==> config.mk <==
export PLATFORM = sky130hd
export DESIGN_NAME = sig_debounce
export DESIGN_NICKNAME = d
export VERILOG_FILES = /design/src/rtl/sig_debounce.sv
export SDC_FILE = /design/constraint.sdc
export NUM_CORES = 1
export LEC_CHECK = 0
export BUFFER_PORTS_ARGS = -buffer_cell sky130_fd_sc_hd__buf_4
export CORE_AREA = 2 2 39 41
export CTS_CLUSTER_SIZE = 28
export DETAILED_ROUTE_END_ITERATION = 16
export DIE_AREA = 0 0 41 43
export PLACE_DENSITY = 0.73
export RECOVER_POWER = 100
export SLEW_MARGIN = 10
export SYNTH_ARGS = -nofsm -noshare
export SYNTH_HDL_FRONTEND = slang
export SYNTH_SLANG_ARGS = --single-unit
==> constraint.sdc <==
create_clock -name clk -period 2.7 [get_ports clk]
set_input_delay 0.135 -clock clk [delete_from_list [all_inputs] [get_ports clk]]
set_output_delay 0.135 -clock clk [all_outputs]
set_load 0.01 [all_outputs]
==> src/rtl/sig_debounce.sv <==
// Debouncer: synchronizes A, then requires hold cycles of stability before B follows.
// Optional glitch counter enabled by defining SIG_DEBOUNCE_GLITCH_CNT_EN.
module sig_debounce #(
    parameter int SYNC_STAGES = 2
) (
    input  logic       clk,
    input  logic       rst_n,
    input  logic       A,
    input  logic [3:0] hold,
    output logic       B,
    output logic       rise,
    output logic       fall
`ifdef SIG_DEBOUNCE_GLITCH_CNT_EN
    ,
    output logic [7:0] glitch_cnt
`endif
);

    typedef enum logic [1:0] {
        LOW      = 2'd0,
        RISE_CHK = 2'd1,
        HIGH     = 2'd2,
        FALL_CHK = 2'd3
    } state_t;

    logic [SYNC_STAGES-1:0] sync_reg;
    logic                   s;

    state_t     state_reg, state_next;
    logic [3:0] cnt_reg, cnt_next;
    logic [3:0] hold_lat_reg, hold_lat_next;
    logic [3:0] hold_eff;
    logic       b_reg, b_next;
    logic       rise_reg, rise_next;
    logic       fall_reg, fall_next;

    // Only the first synchronizer stage ever samples the raw input.
    always_ff @(posedge clk or negedge rst_n) begin
        if (!rst_n) begin
            sync_reg <= '0;
        end else begin
            sync_reg <= {sync_reg[SYNC_STAGES-2:0], A};
        end
    end

    assign s        = sync_reg[SYNC_STAGES-1];
    assign hold_eff = (hold == 4'd0) ? 4'd1 : hold;

    always_ff @(posedge clk or negedge rst_n) begin
        if (!rst_n) begin
            state_reg    <= LOW;
            cnt_reg      <= 4'd0;
            hold_lat_reg <= 4'd0;
            b_reg        <= 1'b0;
            rise_reg     <= 1'b0;
            fall_reg     <= 1'b0;
        end else begin
            state_reg    <= state_next;
            cnt_reg      <= cnt_next;
            hold_lat_reg <= hold_lat_next;
            b_reg        <= b_next;
            rise_reg     <= rise_next;
            fall_reg     <= fall_next;
        end
    end

    // cnt only advances while below the latched window (<=15), so it cannot wrap.
    always_comb begin
        state_next    = state_reg;
        cnt_next      = cnt_reg;
        hold_lat_next = hold_lat_reg;
        rise_next     = 1'b0;
        fall_next     = 1'b0;
        case (state_reg)
            LOW: begin
                if (s) begin
                    state_next    = RISE_CHK;
                    cnt_next      = 4'd1;
                    hold_lat_next = hold_eff;
                end
            end
            RISE_CHK: begin
                if (!s) begin
                    state_next = LOW;
                    cnt_next   = 4'd0;
                end else if (cnt_reg >= hold_lat_reg) begin
                    state_next = HIGH;
                    cnt_next   = 4'd0;
                    rise_next  = 1'b1;
                end else begin
                    cnt_next = cnt_reg + 4'd1;
                end
            end
            HIGH: begin
                if (!s) begin
                    state_next    = FALL_CHK;
                    cnt_next      = 4'd1;
                    hold_lat_next = hold_eff;
                end
            end
            FALL_CHK: begin
                if (s) begin
                    state_next = HIGH;
                    cnt_next   = 4'd0;
                end else if (cnt_reg >= hold_lat_reg) begin
                    state_next = LOW;
                    cnt_next   = 4'd0;
                    fall_next  = 1'b1;
                end else begin
                    cnt_next = cnt_reg + 4'd1;
                end
            end
            default: begin
                state_next = LOW;
                cnt_next   = 4'd0;
            end
        endcase
        b_next = (state_next == HIGH) || (state_next == FALL_CHK);
    end

    assign B    = b_reg;
    assign rise = rise_reg;
    assign fall = fall_reg;

`ifdef SIG_DEBOUNCE_GLITCH_CNT_EN
    logic       glitch;
    logic [7:0] glitch_reg;

    assign glitch = ((state_reg == RISE_CHK) && !s) || ((state_reg == FALL_CHK) && s);

    always_ff @(posedge clk or negedge rst_n) begin
        if (!rst_n) begin
            glitch_reg <= 8'd0;
        end else if (glitch && (glitch_reg != 8'd255)) begin
            glitch_reg <= glitch_reg + 8'd1;
        end
    end

    assign glitch_cnt = glitch_reg;
`endif

endmodule

==> impl_metrics.yaml, run 1 <==
route:
  initialDrtViolationCount: 5
  wirelength_mm: 1.22
  dr.pass1.iters: 4
  vias: 527
  ant_nets: 0
  drcViolationCount: 0
  routed_via_density: 5.61
  post_drt_wl_per_cell_um: 12.9
worst_setup_path:
  cp_cell_sequence: "inv_1 > ha_1 > nor3b_1 > o211ai_1 > o31ai_2"
  start_kind: "flip-flop"
  worstPathRequired_ns: 2.90
  critPathKind: "reg -> reg"
  cp_data_arrival_time_ns: 1.89
  crit_path_end_kind: "flip-flop"
  slowest_delay_ns: 0.40
  path_max_fanout: 5
  crit_slowest_cell: "dfrtp_1"
global_routing:
  grt_pass1_wl_mm: 2.21
  grt_overflow_total: 0
  grt_start_max_net_pins: 15
  use_met1_pct: 25.3
  use_met2_pct: 26.6
  grt_use_met3_pct: 3.14
  track_usage_pct: 19.0
  grt_pass1_vias: 515
  grt_busiest_layer: "met2"
  antenna_found_initial: 0
sta:
  tightest_slew_ns: 0.730
  post-route-min-period_ns: 1.70
  setup_viol: 0
  fmax_ghz: 0.589
  slew_viol_final: 0
  fin_setup_tns_ns: 0
  skew_ns: 0.000271
  rsz0062_at_grt: "false"
  fin_crit_sh_pct: 62.9
  final.setup.worst_slack_ns: 1.00
  finalHoldViolations: 0
  slew_headroom_pct: 51.3
synth:
  synthArstFlopShare_pct: 100
  synth_edf_count: 0
  synth.distinct_cells: 23
  yosys.area.top_type: "dfrtp_1"
  yosys.area.top_type_share_pct: 50.8
  postSynthAreaPerCell_um2: 10.8
  seq_area_frac_synth_pct: 50.8
  synthFlopType: "dfrtp_1"
  synth_nets: 76
  syn_area_um2: 689
  synth_area_leaders: "dfrtp_1 (51%), ha_1 (9.1%), a21oi_1 (3.6%)"
  ys_ff_latch: 14
  synth_cells: 64
  yosysMostFrequentCell: "dfrtp_1"
  yosys_warnings: 0
clocking:
  htreeDepth: 1
  cts_tree: "built"
  clkTransAtPathRegs_ns: 0.08
  post_cts_buffers: 0
  cts-root-buf: "clkbuf_4"
  cts_num_sinks: 14
  cts_buffers: 3
  clockBufferDepth: 2
  insertion_delay_ns: 0.28
power:
  ir_drop_mv: 0.539
  pwr-share-clk_pct: 19.3
  p_comb_share_pct: 39.3
  p_int_mw: 0.479
  p_leak_nw: 0.366
  p_per_area_mw_per_mm2: 983
  p_seq_share_pct: 41.4
  power_mw: 0.794
  power_switching_share_pct: 39.7
  p_switching_mw: 0.315
floorplan:
  dieWidth_um: 41
  start_util_pct: 49.8
  die_area_mm2: 0.00176
  coreArea_mm2: 0.00138
  io_pins: 10
  die_y_um: 43
  fp-row-count: 14
final_layout:
  stdcell_count: 94
  final_layout_size_suffix_gt1_share_pct: 15.4
  insertedDiodeCount: 0
  nets: 91
  area_growth_pct: 17.2
placed_design:
  port_buffers: 9
  place_ws_ns: 1.01
  routabilityCongestion: 0.859
  dp.final_hpwl_um: 894
  dp.cells: 88
run:
  cap_viol_max_count: 0
hold_path:
  min_path_type: "in -> reg"
status:
  status: "finished clean"
## path summary, 6_finish.rpt
path	startpoint	to	slack (ns)	cells past startpoint
min	hold[2]	hold_lat_reg[2]	0.09	3
max	cnt_reg[0]	cnt_reg[3]	1.00	5
max in group asynchronous	rst_n	hold_lat_reg[1]	1.83	2
min reg2reg	sync_reg[0]	sync_reg[1]	0.35	0
max reg2reg	cnt_reg[0]	cnt_reg[3]	1.00	5
min in group asynchronous	rst_n	B	0.41	2
## cell type report
class / instances / area, um2
repair buffers: 11 / 72.6
well taps: 16 / 20.0
fillers: 118 / 576
inverters: 5 / 18.8
multi-input cells: 44 / 310
clock buffers: 4 / 36.3
flip-flops and latches: 14 / 350
## stage by stage
stage / cell area (um2) / hold WS, ns / utilization (%)
4_1_cts: 828 / 0.0913 / 59.9
2_1_floorplan: 689 / -0.161 / -
5_1_grt: 808 / 0.142 / 58.4
6_report: 808 / 0.0909 / 58.4
3_3_place_gp: 772 / -0.0103 / 55.8
3_5_place_dp: 772 / -0.00694 / 55.8
## worst max-delay path, delay by kind of cell (launching register included)
kind / cells / cell delay, ns
compound gates: 2 / 0.49
fa+ha+maj: 1 / 0.29
buf+inv: 1 / 0.06
flops: 1 / 0.40
simple gates: 1 / 0.38
## layout by cell type (no fill, tap or decap), drive strengths merged
cell	Yosys	routed
buf	1	4
and3	1	1
nand3	5	5
ha	5	5
o21a	1	1
o31ai	1	1
dlygate4sd3	0	2
o21ai	5	5
a21oi	5	5
nor3	1	1
o22ai	1	1
xor2	3	3
nor2	2	2
o211ai	4	4
dfrtp	14	14
nor4b	2	2
nor3b	1	1
a32o	1	1
clkinv	1	1
xnor2	1	1
inv	4	4
clkbuf	0	9
nand2	5	5
## layer usage
layer  wire length, um  vias up
li1                  -      257
met4                38        0
met2               574        8
met3                41        4
met1               560      258
met5                 0        -
## cells by family after synthesis
group	Yosys count	share of synthesized area, %
buffers and inverters	6	3.45
AO/OA/AOI/OAI	18	17.6
adder cells (fa/ha/maj)	5	9.07
flip-flops	14	50.8
AND/OR/NAND/NOR	17	12.9
XOR/XNOR	4	6.17
## repair_timing
item	4_1_cts	5_1_grt
resized for setup	0	0
hold buffers	2	0
hold endpoints to repair	15	0
## power groups by stage
stage                     clock network (mW)  logic, mW  registers, mW
after floorplan                            0      0.254          0.315
after global placement                     0      0.316          0.333
after detailed placement                   0      0.322          0.335
after CTS                              0.157      0.327          0.330
after global routing                   0.166      0.362          0.343
final                                  0.153      0.312          0.329
Note: power is estimated with default switching activity, not from simulation.
==> inputs of run 2 (changes only) <==
- CORE_AREA: 2 2 39 41 -> not set
- CORE_UTILIZATION: not set -> 52
- DIE_AREA: 0 0 41 43 -> not set
- PLACE_DENSITY: 0.73 -> 0.74
- clock period: 2.7 -> 1.7 ns (I/O delays scaled with it)
==> run 2 against run 1 <==
Effect of this change:
- wire length up 1.2%
- design area up 2.0%
- via count down 1.9%
- sequential power up 60%
- utilization up 12 points
- critical path depth up 1
- clock-buffer cell count unchanged
- die area down 16%
- combinational power up 72%
- hold slack worse by 0.034 ns
- global-route usage up 2.2 points
- maximum frequency up 8.1%
- critical path type unchanged
- largest power group is now combinational cells
==> impl_metrics.yaml, run 2 (synthesis results as in run 1) <==
placed_design:
  dp.final_hpwl_um: 917
  port_buffers: 9
  routabilityCongestion: 0.798
route:
  vias: 517
  drcViolationCount: 0
  routed_via_density: 5.56
  post_drt_wl_per_cell_um: 13.2
  ant_nets: 0
  wirelength_mm: 1.23
  initialDrtViolationCount: 14
  dr.pass1.iters: 4
global_routing:
  grt_pass1_vias: 467
  track_usage_pct: 21.3
  grt_pass1_wl_mm: 2.08
  grt_start_max_net_pins: 15
  grt_overflow_total: 0
  antenna_found_initial: 0
clocking:
  cts-root-buf: "clkbuf_4"
  clkTransAtPathRegs_ns: 0.09
  post_cts_buffers: 0
  htreeDepth: 1
  clockBufferDepth: 2
  cts_tree: "built"
  cts_buffers: 3
  insertion_delay_ns: 0.27
  cts_num_sinks: 14
power:
  p_seq_share_pct: 40.6
  p_int_mw: 0.783
  p_leak_nw: 0.375
  ir_drop_mv: 1.02
  power_switching_share_pct: 39.7
  pwr-share-clk_pct: 18.0
  p_per_area_mw_per_mm2: 1570
  p_comb_share_pct: 41.4
  p_switching_mw: 0.516
worst_setup_path:
  crit_path_end_kind: "flip-flop"
  cp_num_buf_inv: 2
  path_max_fanout: 5
  worstPathRequired_ns: 1.85
  slowest_delay_ns: 0.41
  path_delay_family: "flip-flops"
  critPathKind: "reg -> reg"
  start_kind: "flip-flop"
  cp_cell_sequence: "inv_1 > ha_1 > nor3b_1 > buf_4 > o21a_1 > o211ai_1"
  crit_slowest_cell: "dfrtp_1"
  cp_data_arrival_time_ns: 1.72
floorplan:
  coreArea_mm2: 0.00117
  io_pins: 10
  die_y_um: 38.4
  dieWidth_um: 38.4
  fp-row-count: 12
  die_area_mm2: 0.00148
  start_util_pct: 58.9
hold_path:
  min_path_type: "in -> reg"
sta:
  slew_viol_final: 0
  rsz0062_at_grt: "false"
  skew_ns: 0.00699
  tightest_slew_ns: 0.716
  post-route-min-period_ns: 1.57
  finalHoldViolations: 0
  setup_viol: 0
  timing.hold.ws_ns: 0.0571
  fin_setup_tns_ns: 0
  fmax_ghz: 0.637
  slew_headroom_pct: 52.3
  fin_crit_sh_pct: 92.3
final_layout:
  final_layout_size_suffix_gt1_share_pct: 19.0
  multiInputGateArea_um2: 322
  area_growth_pct: 19.6
  nets: 92
  insertedDiodeCount: 0
  filler_cell_count: 95
  ff_latch_area_um2: 350
  final_common_cell: "dfrtp_1"
status:
  status: "finished clean"
run:
  cap_viol_max_count: 0
## run 2: layer usage
layer	global-route usage [%]	vias up	share of wire [%]
li1	-	262	-
met1	30.2	238	50
met2	31.4	15	44
met3	5.23	2	5.0
met4	7.76	0	1.1
met5	0	-	0
## run 2: worst paths after layout
path,startpoint,endpoint,slack [ns],cells past startpoint
worst max-delay path,cnt_reg[0],B,0.13,6
worst min-delay path,hold[3],hold_lat_reg[3],0.06,3
worst min register to register,sync_reg[0],sync_reg[1],0.36,0
worst max register to register,cnt_reg[0],B,0.13,6
min in group asynchronous,rst_n,cnt_reg[3],0.37,2
max in group asynchronous,rst_n,cnt_reg[0],0.88,2
## run 2: timing repair
action | CTS | global route
hold endpoints to repair | 15 | 0
setup endpoints to repair | 0 | 1
hold buffers | 2 | 0
resized for setup | 0 | 1
## run 2: worst register-to-register path, delay by kind of cell (launching register included)
family | cells | cell delay [ns]
compound gates | 2 | 0.31
simple gates | 1 | 0.21
buf+inv | 2 | 0.23
fa+ha+maj | 1 | 0.29
flops | 1 | 0.41
## run 2: area by class of cell
cell class                      count  share of cell area (%)
Sequential cell                    14                    42.5
Tap cell                           14                    2.12
Clock buffer                        4                    4.40
Multi-Input combinational cell     44                    39.0
Inverter                            5                    2.28
Timing Repair Buffer               12                    9.71
## run 2: stage by stage
| stage | cell area [um2] | setup WS, ns | total power, mW | instances | utilization, % |
|---|---|---|---|---|---|
| finish | 825 | 0.130 | 1.30 | 93 | 70.4 |
| global route | 825 | 0.0155 | 1.41 | 93 | 70.4 |
| CTS | 833 | 0.134 | 1.31 | 93 | 71.2 |
| detailed placement | 777 | 0.154 | 1.06 | 87 | 66.3 |
| global placement | 777 | 0.168 | 1.06 | 87 | 66.3 |
| floorplan | 689 | 0.176 | 0.904 | 64 | - |
## run 2: power groups by stage
stage | Clock [mW] | Sequential, mW | Combinational [mW]
after floorplan | 0 | 0.501 | 0.404
after global placement | 0 | 0.529 | 0.526
after detailed placement | 0 | 0.533 | 0.531
after CTS | 0.243 | 0.526 | 0.543
after global routing | 0.263 | 0.542 | 0.604
final | 0.234 | 0.527 | 0.537
==> inputs of run 3 (changes only) <==
- CORE_MARGIN: not set -> 2
==> run 3 against run 2 <==
Effect of this change:
- non-clock buffer count grew 1
- flip-flop and latch count did not move
- first-iteration DRC count down 29%
- total power increased by 1.5%
- via count grew 5.2%
- design area grew 0.46%
- clock-buffer cell count is the same
- maximum frequency up 2.9%
- sequential power decreased by 0.8%
- critical path depth fell by 2
- sequential share of layout area decreased by 0.19 points
- largest cell class unchanged
==> impl_metrics.yaml, run 3 (synthesis results as in run 1) <==
sta:
  fin_setup_tns_ns: 0
  setup_viol: 0
  tightest_slew_ns: 0.738
  skew_ns: 0.00242
  post-route-min-period_ns: 1.53
  fmax_ghz: 0.655
  slew_viol_final: 0
  finalHoldViolations: 0
  fin_crit_sh_pct: 89.8
  slew_headroom_pct: 50.8
  rsz0062_at_grt: "false"
power:
  pwr-share-clk_pct: 18.4
  power_switching_share_pct: 39.8
  p_comb_share_pct: 41.9
  p_leak_nw: 0.378
  ir_drop_mv: 0.947
  p_int_mw: 0.793
  p_per_area_mw_per_mm2: 1590
  p_switching_mw: 0.524
  p_seq_share_pct: 39.7
floorplan:
  die_area_mm2: 0.00163
  coreArea_mm2: 0.00127
  die_y_um: 40.4
  fp-row-count: 13
  start_util_pct: 54.3
  io_pins: 10
  dieWidth_um: 40.4
final_layout:
  filler_cell_count: 109
  final_util_pct: 65.3
  final_layout_size_suffix_gt1_share_pct: 18.8
  final_common_cell: "dfrtp_1"
  insertedDiodeCount: 0
  area_growth_pct: 20.1
  final_cell_mix: "dfrtp_1 (14), buf_4 (6)"
  nets: 93
worst_setup_path:
  crit_path_end_kind: "flip-flop"
  worstPathRequired_ns: 1.89
  start_kind: "flip-flop"
  cp_data_arrival_time_ns: 1.71
  critPathKind: "reg -> reg"
  path_max_fanout: 4
global_routing:
  track_usage_pct: 20.0
  antenna_found_initial: 0
  grt_overflow_total: 0
  grt_pass1_wl_mm: 2.01
  grt_start_max_net_pins: 15
  grt_pass1_vias: 468
clocking:
  cts_tree: "built"
  cts_num_sinks: 14
  cts_buffers: 3
  insertion_delay_ns: 0.29
  cts-root-buf: "clkbuf_4"
  clkTransAtPathRegs_ns: 0.08
  htreeDepth: 1
  clockBufferDepth: 2
route:
  initialDrtViolationCount: 10
  met3_length_um: 43
  routed_via_density: 5.73
  post_drt_wl_per_cell_um: 14.1
  ant_nets: 0
  m1WireLength_um: 626
  wirelength_mm: 1.34
  drcViolationCount: 0
  dr.pass1.iters: 5
  vias: 544
  highest_layer: "met4"
  routed-wl-met2_um: 634
status:
  status: "finished clean"
hold_path:
  min_path_type: "in -> reg"
placed_design:
  dp.final_hpwl_um: 954
  routabilityCongestion: 0.782
  port_buffers: 9
run:
  cap_viol_max_count: 0
run 3: layout make-up:
type | count | area [um2] | area share, %
clock buffers | 4 | 36.3 | 4.38
well taps | 15 | 18.8 | 2.27
repair buffers | 13 | 87.6 | 10.6
multi-input cells | 44 | 317 | 38.2
inverters | 5 | 18.8 | 2.27
flip-flops and latches | 14 | 350 | 42.3
run 3: final timing paths:
kind | from | to | slack [ns] | depth (start not counted)
worst min-delay path | hold[2] | hold_lat_reg[2] | 0.04 | 3
min in group asynchronous | rst_n | cnt_reg[2] | 0.36 | 2
max in group asynchronous | rst_n | cnt_reg[1] | 0.87 | 2
worst max register to register | cnt_reg[2] | fall | 0.17 | 4
worst max-delay path | cnt_reg[2] | fall | 0.17 | 4
worst min register to register | sync_reg[0] | sync_reg[1] | 0.35 | 0
run 3: power by group through the flow:
stage / sequential [mW] / combinational (mW) / clock [mW]
6_report: 0.523 / 0.552 / 0.242
3_5_place_dp: 0.537 / 0.535 / 0
2_1_floorplan: 0.501 / 0.404 / 0
3_3_place_gp: 0.530 / 0.520 / 0
4_1_cts: 0.530 / 0.542 / 0.246
5_1_grt: 0.535 / 0.639 / 0.259
run 3: timing repair:
action                                  CTS  global route
resized for setup                         0             1
buffers inserted                          0             1
hold buffers                              2             0
endpoints found under the hold margin    15             0
endpoints found under the setup margin    0             1
run 3: layer usage:
layer | global-route usage (%) | vias up
li1 | - | 263
met1 | 25.8 | 267
met2 | 28.6 | 9
met3 | 5.00 | 5
met4 | 15.0 | 0
met5 | 0 | -
run 3: worst max-delay path, cell delays in order, from the launching register on:
cell	delay [ns]
dfrtp_1	0.43
ha_1	0.30
o211ai_1	0.14
o21a_1	0.26
nor4b_2	0.29
run 3: metrics by stage:
step           setup WS, ns  hold slack, ns  area (um2)  total power, mW  cells
3_3_place_gp          0.131         -0.0582         778             1.05     88
4_1_cts              0.0204          0.0382         835             1.32     94
3_5_place_dp         0.0494         -0.0574         778             1.07     88
2_1_floorplan         0.176          -0.211         689            0.904     64
5_1_grt              0.0367          0.0405         828             1.43     95
6_report              0.174          0.0391         828             1.32     95
